### src/rtl/final_pkg.sv
// Shared types, constants and fp32 helpers for the final decision stage.
package final_pkg;

  typedef logic [31:0] fp32_t;

  localparam fp32_t FP_ZERO = 32'h0000_0000;
  // Default detection threshold (0.5) used when integrating the block.
  localparam fp32_t FP_HALF = 32'h3F00_0000;

  // True for any NaN: all-ones exponent with a non-zero mantissa.
  function automatic logic fp32_is_nan(input fp32_t x);
    return (x[30:23] == 8'hFF) && (x[22:0] != 23'd0);
  endfunction

  // ReLU on raw fp32 bits: negatives (including -0) and NaN collapse to +0.
  // +Inf and denormals pass through untouched.
  function automatic fp32_t fp32_relu(input fp32_t x);
    if (x[31] || fp32_is_nan(x)) begin
      return FP_ZERO;
    end
    return x;
  endfunction

endpackage

### src/rtl/fp32_gt.sv
// Combinational signed fp32 strict greater-than (a > b).
// Any NaN operand gives false; +0 and -0 compare equal.
module fp32_gt
  import final_pkg::*;
(
  input  fp32_t a,
  input  fp32_t b,
  output logic  gt
);

  logic a_zero;
  logic b_zero;

  assign a_zero = (a[30:0] == 31'd0);
  assign b_zero = (b[30:0] == 31'd0);

  // Sign-magnitude ordering: magnitudes compare as unsigned integers,
  // with the direction flipped when both operands are negative.
  always_comb begin
    gt = 1'b0;
    if (fp32_is_nan(a) || fp32_is_nan(b)) begin
      gt = 1'b0;
    end else if (a_zero && b_zero) begin
      gt = 1'b0;
    end else if (a[31] != b[31]) begin
      gt = ~a[31];
    end else if (!a[31]) begin
      gt = (a[30:0] > b[30:0]);
    end else begin
      gt = (a[30:0] < b[30:0]);
    end
  end

endmodule

### src/rtl/final_decision.sv
// Streaming multi-class decision stage: ReLU-clamps one frame of fp32
// scores, tracks the arg-max, thresholds it and debounces the detect flag.
module final_decision
  import final_pkg::*;
#(
  parameter  int N_CLASS  = 10,
  parameter  int DEBOUNCE = 1,
  localparam int IDX_W    = $clog2(N_CLASS)
) (
  input  logic             clk,
  input  logic             rst_n,
  input  logic             clear,
  input  logic [31:0]      threshold,
  input  logic [31:0]      data_in,
  input  logic             valid_in,
  output logic             valid_out,
  output logic [IDX_W-1:0] class_idx,
  output logic [31:0]      max_score,
  output logic             hit,
  output logic             detect
);

  localparam logic [IDX_W-1:0] LAST_IDX = IDX_W'(N_CLASS - 1);
  localparam logic [7:0]       DEB_MAX  = 8'(DEBOUNCE);

  logic [IDX_W-1:0] idx_reg;
  logic [IDX_W-1:0] idx_max_reg;
  fp32_t            run_max_reg;
  fp32_t            thr_reg;
  logic [7:0]       cnt_reg;

  fp32_t            beat_val;
  logic             first_beat;
  logic             last_beat;
  logic             accept;
  logic             beat_gt;
  logic             take_beat;
  fp32_t            frame_max;
  logic [IDX_W-1:0] frame_idx;
  fp32_t            thr_cur;
  logic             frame_hit;
  logic [7:0]       cnt_next;

  assign beat_val   = fp32_relu(data_in);
  assign first_beat = (idx_reg == '0);
  assign last_beat  = (idx_reg == LAST_IDX);
  assign accept     = valid_in & ~clear;

  // Beat 0 always loads; later beats replace only when strictly greater,
  // so ties keep the lowest index.
  fp32_gt u_gt_max (
    .a  (beat_val),
    .b  (run_max_reg),
    .gt (beat_gt)
  );

  assign take_beat = first_beat | beat_gt;
  assign frame_max = take_beat ? beat_val : run_max_reg;
  assign frame_idx = take_beat ? idx_reg  : idx_max_reg;
  // Threshold is captured on beat 0; bypass the register on that beat.
  assign thr_cur   = first_beat ? fp32_t'(threshold) : thr_reg;

  // The threshold stays unclamped so negative/NaN thresholds behave as signed fp32.
  fp32_gt u_gt_thr (
    .a  (frame_max),
    .b  (thr_cur),
    .gt (frame_hit)
  );

  // Saturating hit-streak count; any miss restarts the streak.
  always_comb begin
    cnt_next = 8'd0;
    if (frame_hit) begin
      cnt_next = (cnt_reg >= DEB_MAX) ? DEB_MAX : cnt_reg + 8'd1;
    end
  end

  // Beat counter and running arg-max / sampled threshold for the open frame.
  always_ff @(posedge clk or negedge rst_n) begin
    if (!rst_n) begin
      idx_reg     <= '0;
      idx_max_reg <= '0;
      run_max_reg <= FP_ZERO;
      thr_reg     <= FP_ZERO;
    end else if (clear) begin
      idx_reg <= '0;
    end else if (valid_in) begin
      idx_reg     <= last_beat ? '0 : idx_reg + IDX_W'(1);
      run_max_reg <= frame_max;
      idx_max_reg <= frame_idx;
      if (first_beat) begin
        thr_reg <= threshold;
      end
    end
  end

  // Frame results, debounce state and the one-cycle result strobe.
  always_ff @(posedge clk or negedge rst_n) begin
    if (!rst_n) begin
      valid_out <= 1'b0;
      class_idx <= '0;
      max_score <= FP_ZERO;
      hit       <= 1'b0;
      detect    <= 1'b0;
      cnt_reg   <= 8'd0;
    end else if (clear) begin
      valid_out <= 1'b0;
      detect    <= 1'b0;
      cnt_reg   <= 8'd0;
    end else begin
      valid_out <= accept & last_beat;
      if (accept && last_beat) begin
        class_idx <= frame_idx;
        max_score <= frame_max;
        hit       <= frame_hit;
        cnt_reg   <= cnt_next;
        detect    <= (cnt_next == DEB_MAX);
      end
    end
  end

endmodule

### config.mk
export PLATFORM = sky130hd
export DESIGN_NAME = final_decision
export DESIGN_NICKNAME = d
export VERILOG_FILES = /design/src/rtl/final_pkg.sv /design/src/rtl/fp32_gt.sv /design/src/rtl/final_decision.sv
export SDC_FILE = /design/constraint.sdc
export NUM_CORES = 1
export LEC_CHECK = 0
export ABC_AREA = 0
export CORE_MARGIN = 2
export CORE_UTILIZATION = 56
export DETAILED_ROUTE_END_ITERATION = 8
export GPL_TIMING_DRIVEN = 0
export PLACE_DENSITY = 0.82
export SYNTH_ARGS = -nofsm -noshare
export SYNTH_HDL_FRONTEND = slang
export SYNTH_SLANG_ARGS = --single-unit
### constraint.sdc
create_clock -name clk -period 4.8 [get_ports clk]
set_input_delay 0.96 -clock clk [delete_from_list [all_inputs] [get_ports clk]]
set_output_delay 0.96 -clock clk [all_outputs]
set_load 0.02 [all_outputs]
==> results.sh, run 1 <==
export IMPL_hold_violations=0
export IMPL_synth_cells=709
export IMPL_synth_mux_area_fraction_pct=20.9
export IMPL_synth_cell_types=51
export IMPL_rows=42
export IMPL_ys_warn_count=0
export IMPL_critPathCaptureType="register"
export IMPL_netlist_area_sq_um=7570
export IMPL_yosysMostFrequentCell="dfrtp_1"
export IMPL_avgSynthCellArea_sq_um=10.7
export IMPL_finalSetupTns_ns=-7.36
export IMPL_dieWidth_um=120
export IMPL_clockRootBuffer="clkbuf_16"
export IMPL_place_detailed_hpwl_mm=15.7
export IMPL_grt_pass1_wl_mm=37.1
export IMPL_drtIter0Drc=868
export IMPL_first_pass_iters=6
export IMPL_routed_via_count=6880
export IMPL_grt_util_all_layers_pct=33.6
export IMPL_slew_headroom_pct=47.7
export IMPL_cts_tree="done"
export IMPL_hp_class="input port to async pin"
export IMPL_worstRegToRegCells=20
export IMPL_period_share_pct=131
export IMPL_max_stage_delay_ns=0.35
export IMPL_status="finished with violations"
export IMPL_ys_async_sr_fraction_pct=100
export IMPL_synth_adder_area_share_pct=11.2
export IMPL_cp_num_cells=27
export IMPL_synthSimpleGateAreaFrac_pct=14.8
export IMPL_grt_pass1_vias=7125
export IMPL_grt_max_degree=99
export IMPL_yosys_area_top_type_share_pct=39.3
export IMPL_final_antenna_net_count=0
export IMPL_dp_slack_ns=-2.77
export IMPL_critPathTopFamily="compound AO/OA/AOI/OAI gates"
export IMPL_synth_xor_xnor_area_share_pct=0
export IMPL_leakagePower_nw=4.85
export IMPL_antennaDiodeCount=0
export IMPL_rsz0062_at_grt="true"
export IMPL_cp_required_ns=5.12
export IMPL_worstSkewPairLatency_ns=0.43
export IMPL_powerDensity_nw_per_um2=364
export IMPL_maxCapViolations=0
export IMPL_crit_buf_inv=8
export IMPL_coreArea_sq_um=13200
export IMPL_io_buffer_count=106
export IMPL_start_kind="input port"
export IMPL_syn_to_final_growth_pct=37.4
export IMPL_arrival_ns=6.62
export IMPL_grt_overflow_total=0
export IMPL_drt_total_wl_mm=24.7
export IMPL_min_period_ns=6.30
export IMPL_crit_top_cell="buf_4"
export IMPL_violations="negative setup slack"
export IMPL_dieArea_sq_um=14500
export IMPL_synth_edf_count=0
export IMPL_clock_path_buffers=2
export IMPL_clock_skew_ns=0.00700
export IMPL_slew_viol_final=0
export IMPL_worst_slack_ns=-1.50
export IMPL_path_clk_slew_ns=0.06
export IMPL_critPathMaxFanout=8
export IMPL_setup_viol=7
export IMPL_drive_above_1_share_pct=31.5
export IMPL_antenna_found_initial=0
export IMPL_synth_ff_type="dfrtp_1"
export IMPL_die_h_um=120
export IMPL_cts_num_sinks=119
export IMPL_wl_per_cell_um=23.2
export IMPL_vdd_drop_max_v=0.000306
export IMPL_fmax_ghz=0.159
export IMPL_ys_seq_area_share_pct=39.3
export IMPL_synthTopCellsByCount="dfrtp_1, ha_1, nand2_1, mux2_2, o21ai_0"
export IMPL_gp_congestion=0.956
export IMPL_fin_cells=1061
export IMPL_crit_type="input port to register"
export IMPL_viasPerCell=6.48
export IMPL_synth_seq_cells=119
export IMPL_ios=107
export IMPL_placed_cells=992
export IMPL_h_tree_depth=4
export IMPL_synth_largest_area_cell="dfrtp_1"
export IMPL_synth_top_family_by_area="multiplexers"
export IMPL_cts_buffers=17
export IMPL_worst_slew_pin_slew_ns=0.785
export IMPL_synth_compound_area_share_pct=9.68
export IMPL_synth_nets=845
export IMPL_synth_area_leaders="dfrtp_1, ha_1, mux2_4"
export IMPL_cp_slowest_cell="nor4_4"
export IMPL_start_util_pct=57.2
export IMPL_nNetsFinal=1008
export IMPL_drc=0
layer usage:
layer | routed length [um] | global-route usage, % | vias up
met5 | 0 | 0 | -
met4 | 1240 | 16.7 | 0
met3 | 1870 | 8.07 | 129
met2 | 11900 | 56.7 | 466
met1 | 9610 | 40.3 | 3358
li1 | - | - | 2927
per-stage QoR:
| stage | utilization (%) | cell area (sq um) | hold WS (ns) | total power, mW |
|---|---|---|---|---|
| global placement | 67.9 | 9000 | 0.470 | 2.07 |
| floorplan | - | 7710 | 0.454 | 1.82 |
| detailed placement | 68.2 | 9020 | 0.472 | 2.13 |
| global route | 78.6 | 10400 | 0.386 | 3.91 |
| CTS | 76.8 | 10200 | 0.377 | 3.61 |
| finish | 78.6 | 10400 | 0.374 | 3.79 |
placed cells by master, fill, tap and decap left out, types with 4 or more instances in the layout:
cell type	Yosys	routed
dfrtp_1	119	119
clkdlybuf4s50_1	0	73
nand2_1	60	59
mux2_4	46	50
ha_1	68	50
mux2_2	50	46
o21ai_0	48	45
inv_1	38	38
buf_4	3	36
mux2i_1	33	33
nor4_1	34	27
and2_1	40	23
nor2_1	19	18
nand4_1	18	18
ha_4	0	18
clkbuf_16	0	17
and2_4	0	15
a21o_1	12	12
clkbuf_1	14	12
buf_2	4	11
a21oi_1	19	10
dlygate4sd2_1	0	10
a21oi_2	0	9
nor3_1	10	9
nor4_4	0	7
clkbuf_8	0	7
nand3_1	9	6
clkinv_2	0	6
clkbuf_2	0	6
a211oi_2	0	5
buf_6	2	5
o21a_1	4	4
buf_12	2	4
nand2b_1	5	4
nor2b_1	4	4
clkdlybuf4s15_1	0	4
kinds of logic (layout without fill, tap and decap cells):
group / Yosys count / in the layout
AOI/OAI and AO/OA: 117 / 117
adders and majority gates: 68 / 68
buffers and inverters: 65 / 241
DFF: 119 / 119
muxes: 129 / 129
and+or+nand+nor: 211 / 211
final timing paths:
| path | end | start | slack [ns] |
|---|---|---|---|
| max in group asynchronous | thr_reg[8] | rst_n | 3.69 |
| setup reg to reg | cnt_reg[0] | run_max_reg[29] | -0.16 |
| hold / removal | run_max_reg[29] | rst_n | 0.37 |
| setup / recovery | cnt_reg[0] | data_in[18] | -1.50 |
| hold reg to reg | class_idx[2] | class_idx[2] | 0.48 |
| min in group clk | class_idx[2] | class_idx[2] | 0.48 |
power by group:
group / leakage (nW) / switching (mW) / internal (mW) / total, mW
combinational: 2.96 / 0.626 / 0.587 / 1.21
sequential: 1.58 / 0.123 / 1.11 / 1.24
clock: 0.312 / 0.462 / 0.878 / 1.34
total: 4.85 / 1.21 / 2.58 / 3.79
timing repair:
item	CTS	global route
pin swaps	42	28
hold buffers	0	0
gates resized for setup	136	45
setup endpoints to repair	75	62
endpoints found under the hold margin	0	0
cloned	3	0
buffers inserted	23	11
final cells by class:
cell class	instances	area (sq um)
buffer	26	205
clock buffer	23	498
clock inverter	9	120
fill	765	2840
inverter	39	146
multi-input combinational	525	4880
sequential	119	2980
tap	176	220
timing repair buffer	144	1360
Note: power is estimated with default switching activity, not from simulation.
==> inputs of run 2 (changes only) <==
==> constraint.sdc (replaced) <==
create_clock -name clk -period 7.2 [get_ports clk]
set_input_delay 1.44 -clock clk [delete_from_list [all_inputs] [get_ports clk]]
set_output_delay 1.44 -clock clk [all_outputs]
set_load 0.02 [all_outputs]
==> run 2 against run 1 <==
The flow now finishes without violations. Non-clock buffer count shrank 26. Wire length down 14%. Setup slack improved by 1.6 ns. Global-route usage fell by 3.9 points. Utilization is 5.6 points lower.
==> results.sh, run 2 (synthesis gave the netlist of run 1 again) <==
export IMPL_status="completed"
export IMPL_io_buffer_count=106
export IMPL_whs_ns=0.485
export IMPL_drtIter0Drc=666
export IMPL_final_util_pct=73.0
export IMPL_period_share_pct=99.2
export IMPL_holdBufCountCts=0
export IMPL_cts_buffers=17
export IMPL_worst_slack_ns=0.0583
export IMPL_grt_pass1_wl_mm=33.0
export IMPL_viasPerCell=6.13
export IMPL_design_area_sq_um=9660
export IMPL_seqCellArea_sq_um=2980
export IMPL_mostFrequentLayoutCell="dfrtp_1"
export IMPL_hp_class="register to register"
export IMPL_final_antenna_net_count=0
export IMPL_arrival_ns=7.45
export IMPL_grt_overflow_total=0
export IMPL_nNetsFinal=982
export IMPL_fmax_ghz=0.140
export IMPL_drive_above_1_share_pct=19.9
export IMPL_critPathCaptureType="register"
export IMPL_path_clk_slew_ns=0.05
export IMPL_seqPwrFrac_pct=36.4
export IMPL_fillers=930
export IMPL_critPathMaxFanout=10
export IMPL_grt_pass1_vias=6428
export IMPL_first_pass_iters=5
export IMPL_cp_required_ns=7.51
export IMPL_maxCapViolations=0
export IMPL_drt_total_wl_mm=21.3
export IMPL_dieWidth_um=120
export IMPL_leakagePower_nw=4.55
export IMPL_drc=0
export IMPL_p_switching_uw=701
export IMPL_placed_cell_area_sq_um=8880
export IMPL_grt_util_all_layers_pct=29.7
export IMPL_start_kind="input port"
export IMPL_cts_tree="done"
export IMPL_pwr_share_clk_pct=35.4
export IMPL_ios=107
export IMPL_coreArea_sq_um=13200
export IMPL_totalPowerFinal_mw=2.25
export IMPL_clockRootBuffer="clkbuf_16"
export IMPL_syn_to_final_growth_pct=27.6
export IMPL_worst_slew_pin_slew_ns=0.785
export IMPL_crit_type="input port to register"
export IMPL_hold_violations=0
export IMPL_intPower_mw=1.55
export IMPL_place_detailed_hpwl_mm=15.3
export IMPL_final_cell_mix="dfrtp_1, clkdlybuf4s50_1, ha_1, nand2_1, mux2_2"
export IMPL_slew_viol_final=0
export IMPL_worstSkewPairLatency_ns=0.43
export IMPL_setup_viol=0
export IMPL_rows=42
export IMPL_die_h_um=120
export IMPL_netSwitchingFraction_pct=31.2
export IMPL_dp_slack_ns=-1.17
export IMPL_multi_input_area_sq_um=4410
export IMPL_powerDensity_nw_per_um2=233
export IMPL_wl_per_cell_um=20.6
export IMPL_vdd_drop_max_v=0.000163
export IMPL_clock_skew_ns=0.00560
export IMPL_dieArea_sq_um=14500
export IMPL_routed_via_count=6338
export IMPL_cts_num_sinks=119
export IMPL_min_period_ns=7.14
export IMPL_gp_congestion=0.920
export IMPL_slew_headroom_pct=47.7
export IMPL_antennaDiodeCount=0
export IMPL_antenna_found_initial=0
export IMPL_clock_path_buffers=2
export IMPL_h_tree_depth=4
export IMPL_start_util_pct=57.2
export IMPL_comb_power_share_pct=28.3
export IMPL_grt_max_degree=101
[run 2: cell count changes in the layout (fill, tap and decap cells not counted), sizes merged]
cell / before / now
buf: 61 / 28
clkinv: 6 / 2
clkdlybuf4s50: 73 / 101
bufinv: 3 / 1
dlygate4sd2: 10 / 0
dlymetal6s2s: 1 / 4
clkdlybuf4s15: 5 / 0
bufbuf: 1 / 0
clkbuf: 42 / 39
[run 2: power by group through the flow]
stage | sequential, mW | combinational [mW] | clock [mW]
3_3_place_gp | 0.816 | 0.550 | 0
3_5_place_dp | 0.822 | 0.579 | 0
5_1_grt | 0.827 | 0.687 | 0.828
4_1_cts | 0.813 | 0.603 | 0.793
2_1_floorplan | 0.802 | 0.401 | 0
6_report | 0.817 | 0.635 | 0.795
[run 2: stage by stage]
stage | TNS [ns] | instances
floorplan | 0 | 709
global placement | -5.17 | 991
detailed placement | -5.75 | 992
CTS | 0 | 1027
global route | -0.405 | 1034
finish | 0 | 1034
[run 2: layout make-up]
type,instances,area share (%)
plain buffers,26,1.86
clock buffers,28,5.24
clock inverters,3,0.414
inverters,39,1.52
multi-input cells,525,45.6
flip-flops and latches,119,30.8
well taps,176,2.28
repair buffers,118,12.2
[run 2: path summary, 6_finish.rpt]
| kind | slack, ns | start | depth (start not counted) | end |
|---|---|---|---|---|
| worst max-delay path | 0.06 | data_in[10] | 27 | detect |
| worst min-delay path | 0.48 | class_idx[0] | 2 | class_idx[0] |
| worst max register to register | 2.31 | run_max_reg[28] | 20 | detect |
| worst min register to register | 0.48 | class_idx[0] | 2 | class_idx[0] |
| max in group asynchronous | 5.60 | rst_n | 2 | cnt_reg[6] |
| min in group asynchronous | 0.85 | rst_n | 1 | run_max_reg[5] |
[run 2: per-layer routing]
layer	part of all wire, %	track usage [%]
met2	48	49.0
met4	2.5	9.59
met5	0	0
met3	7.3	7.17
met1	42	38.7
[run 2: repair_timing]
action	CTS	global route
setup endpoints to repair	5	5
gates cloned	0	0
gates resized for setup	16	25
setup buffers	4	7
pin swaps	3	10
[run 2: worst max-delay path, stage by stage]
cell and delay (ns):
clkdlybuf4s50_1 0.48, nor4_4 0.31, nand3_2 0.19, o31ai_4 0.28, buf_6 0.16, buf_4 0.10
buf_4 0.12, and2_1 0.23, ha_1 0.28, nand4_1 0.17, nor4_4 0.08, buf_4 0.15
a211oi_1 0.30, o31a_1 0.27, a21o_1 0.19, buf_6 0.20, buf_12 0.17, mux2_4 0.33
ha_1 0.34, and4_1 0.20, nand4_1 0.15, nor4_2 0.35, o21ai_0 0.14, nand3_1 0.13
a21oi_1 0.09, o221a_2 0.34, a32o_1 0.24
==> inputs of run 3 (changes only) <==
--- a/config.mk
+++ b/config.mk
@@ -8,9 +8,10 @@
 export ABC_AREA = 0
 export CORE_MARGIN = 2
 export CORE_UTILIZATION = 56
+export CTS_CLUSTER_DIAMETER = 120
 export DETAILED_ROUTE_END_ITERATION = 8
 export GPL_TIMING_DRIVEN = 0
-export PLACE_DENSITY = 0.82
+export PLACE_DENSITY_LB_ADDON = 0.15
 export SYNTH_ARGS = -nofsm -noshare
 export SYNTH_HDL_FRONTEND = slang
 export SYNTH_SLANG_ARGS = --single-unit
==> run 3 against run 2 <==
The flow now finishes with violations (negative setup slack). Setup slack got worse by 0.073 ns. Non-clock buffer count fell by 1. Sequential cell count is the same. Register-to-register slack lost 0.17 ns. Worst hold slack improved by 0.0035 ns. First-iteration DRC count down 30%. Sequential share of layout area is 0.14 points lower. Critical endpoint is now cnt_reg[0].
==> results.sh, run 3 (synthesis gave the netlist of run 1 again) <==
export IMPL_hp_class="register to register"
export IMPL_wl_per_cell_um=20.1
export IMPL_vdd_drop_max_v=0.000167
export IMPL_rows=42
export IMPL_seqPwrFrac_pct=34.6
export IMPL_period_share_pct=100
export IMPL_arrival_ns=7.52
export IMPL_grt_util_all_layers_pct=29.6
export IMPL_pwr_share_clk_pct=38.7
export IMPL_nNetsFinal=981
export IMPL_die_h_um=120
export IMPL_clock_path_buffers=2
export IMPL_h_tree_depth=4
export IMPL_place_detailed_hpwl_mm=15.5
export IMPL_mostFrequentLayoutCell="dfrtp_1"
export IMPL_cp_startpoint="data_in[7]"
export IMPL_cts_tree="done"
export IMPL_drc=0
export IMPL_powerDensity_nw_per_um2=243
export IMPL_p_switching_uw=697
export IMPL_clockRootBuffer="clkbuf_16"
export IMPL_io_buffer_count=106
export IMPL_totalPowerFinal_mw=2.36
export IMPL_netSwitchingFraction_pct=29.6
export IMPL_dp_slack_ns=-1.23
export IMPL_crit_type="input port to register"
export IMPL_placed_cells=992
export IMPL_comb_power_share_pct=26.6
export IMPL_path_clk_slew_ns=0.05
export IMPL_viasPerCell=6.05
export IMPL_start_kind="input port"
export IMPL_min_period_ns=7.21
export IMPL_intPower_mw=1.66
export IMPL_violations="negative setup slack"
export IMPL_timing_rr_start="run_max_reg[4]"
export IMPL_critPathCaptureType="register"
export IMPL_placed_cell_area_sq_um=8880
export IMPL_grt_pass1_wl_mm=32.9
export IMPL_grt_max_degree=65
export IMPL_ios=107
export IMPL_leakagePower_nw=4.55
export IMPL_worstSkewPairLatency_ns=0.42
export IMPL_cp_required_ns=7.50
export IMPL_fin_cells=1034
export IMPL_routed_via_count=6252
export IMPL_slew_headroom_pct=46.8
export IMPL_final_antenna_net_count=0
export IMPL_antennaDiodeCount=0
export IMPL_drive_above_1_share_pct=19.9
export IMPL_slew_viol_final=0
export IMPL_syn_to_final_growth_pct=28.2
export IMPL_final_util_pct=73.3
export IMPL_start_util_pct=57.2
export IMPL_cts_buffers=17
export IMPL_final_cell_mix="dfrtp_1, clkdlybuf4s50_1, ha_1, nand2_1, mux2_2"
export IMPL_fmax_ghz=0.139
export IMPL_drt_total_wl_mm=20.8
export IMPL_dieWidth_um=120
export IMPL_setup_viol=2
export IMPL_hold_violations=0
export IMPL_min_from="cnt_reg[4]"
export IMPL_grt_pass1_vias=6331
export IMPL_cts_num_sinks=119
export IMPL_worst_slack_ns=-0.0142
export IMPL_coreArea_sq_um=13200
export IMPL_clock_skew_ns=0.00664
export IMPL_gp_congestion=0.907
export IMPL_holdBufCountCts=0
export IMPL_critPathMaxFanout=10
export IMPL_antenna_found_initial=0
export IMPL_status="finished with violations"
export IMPL_whs_ns=0.488
export IMPL_maxCapViolations=0
export IMPL_design_area_sq_um=9710
export IMPL_dieArea_sq_um=14500
export IMPL_grt_overflow_total=0
export IMPL_worst_slew_pin_slew_ns=0.798
export IMPL_first_pass_iters=4
export IMPL_finalSetupTns_ns=-0.0172
export IMPL_drtIter0Drc=469
[run 3: changes by cell type in the layout (fill, tap and decap cells not counted), moves of 2 or more]
cell	previous run	this run
a211oi_2	3	1
clkbuf_8	4	1
dlymetal6s2s_1	4	0
clkdlybuf4s50_1	101	105
a211oi_1	3	5
clkinv_2	2	5
bufinv_16	1	5
clkbuf_1	18	15
[run 3: metal layers]
| metal | part of all wire (%) | GRT usage (%) |
|---|---|---|
| met1 | 43 | 39.9 |
| met2 | 49 | 48.0 |
| met3 | 5.7 | 5.57 |
| met4 | 2.2 | 10.2 |
| met5 | 0 | 0 |
[run 3: timing repair]
item                       4_1_cts  5_1_grt
setup endpoints to repair        5        5
setup buffers                    2        8
gates resized for setup         14       18
pin swaps                        2       10
[run 3: layout make-up]
class,count,area [sq um]
fill,953,3540
timing repair buffer,117,1160
clock inverter,10,175
multi-input combinational,525,4390
sequential,119,2980
clock buffer,22,454
inverter,39,146
buffer,26,176
tap,176,220
[run 3: power groups by stage]
stage / sequential (mW) / combinational (mW) / clock [mW]
final: 0.815 / 0.627 / 0.913
after global placement: 0.817 / 0.556 / 0
after global routing: 0.824 / 0.683 / 0.955
after floorplan: 0.802 / 0.401 / 0
after CTS: 0.812 / 0.596 / 0.924
after detailed placement: 0.822 / 0.582 / 0
[run 3: critical path, cell delays in order]
cell and delay, ns:
clkdlybuf4s50_1 0.49, nor4_4 0.34, nand3_2 0.16, o31ai_4 0.25
buf_6 0.15, and2_1 0.21, ha_1 0.28, a211oi_1 0.27
nor2_1 0.11, o31ai_1 0.35, o211ai_1 0.19, o31a_1 0.38
a21o_1 0.19, buf_6 0.17, buf_12 0.16, mux2_4 0.33
ha_1 0.32, and4_4 0.25, nand3_2 0.12, nor4_2 0.38
o21ai_1 0.12, nand3_1 0.12, a21oi_1 0.11, o221a_2 0.37
a32o_1 0.24
[run 3: path summary, 6_finish.rpt]
check	end	slack (ns)	depth (start not counted)
worst max-delay path	cnt_reg[0]	-0.01	25
worst min-delay path	cnt_reg[4]	0.49	1
worst max register to register	cnt_reg[0]	2.14	20
worst min register to register	cnt_reg[4]	0.49	1
max in group asynchronous	run_max_reg[13]	5.54	2
min in group asynchronous	thr_reg[11]	0.97	1
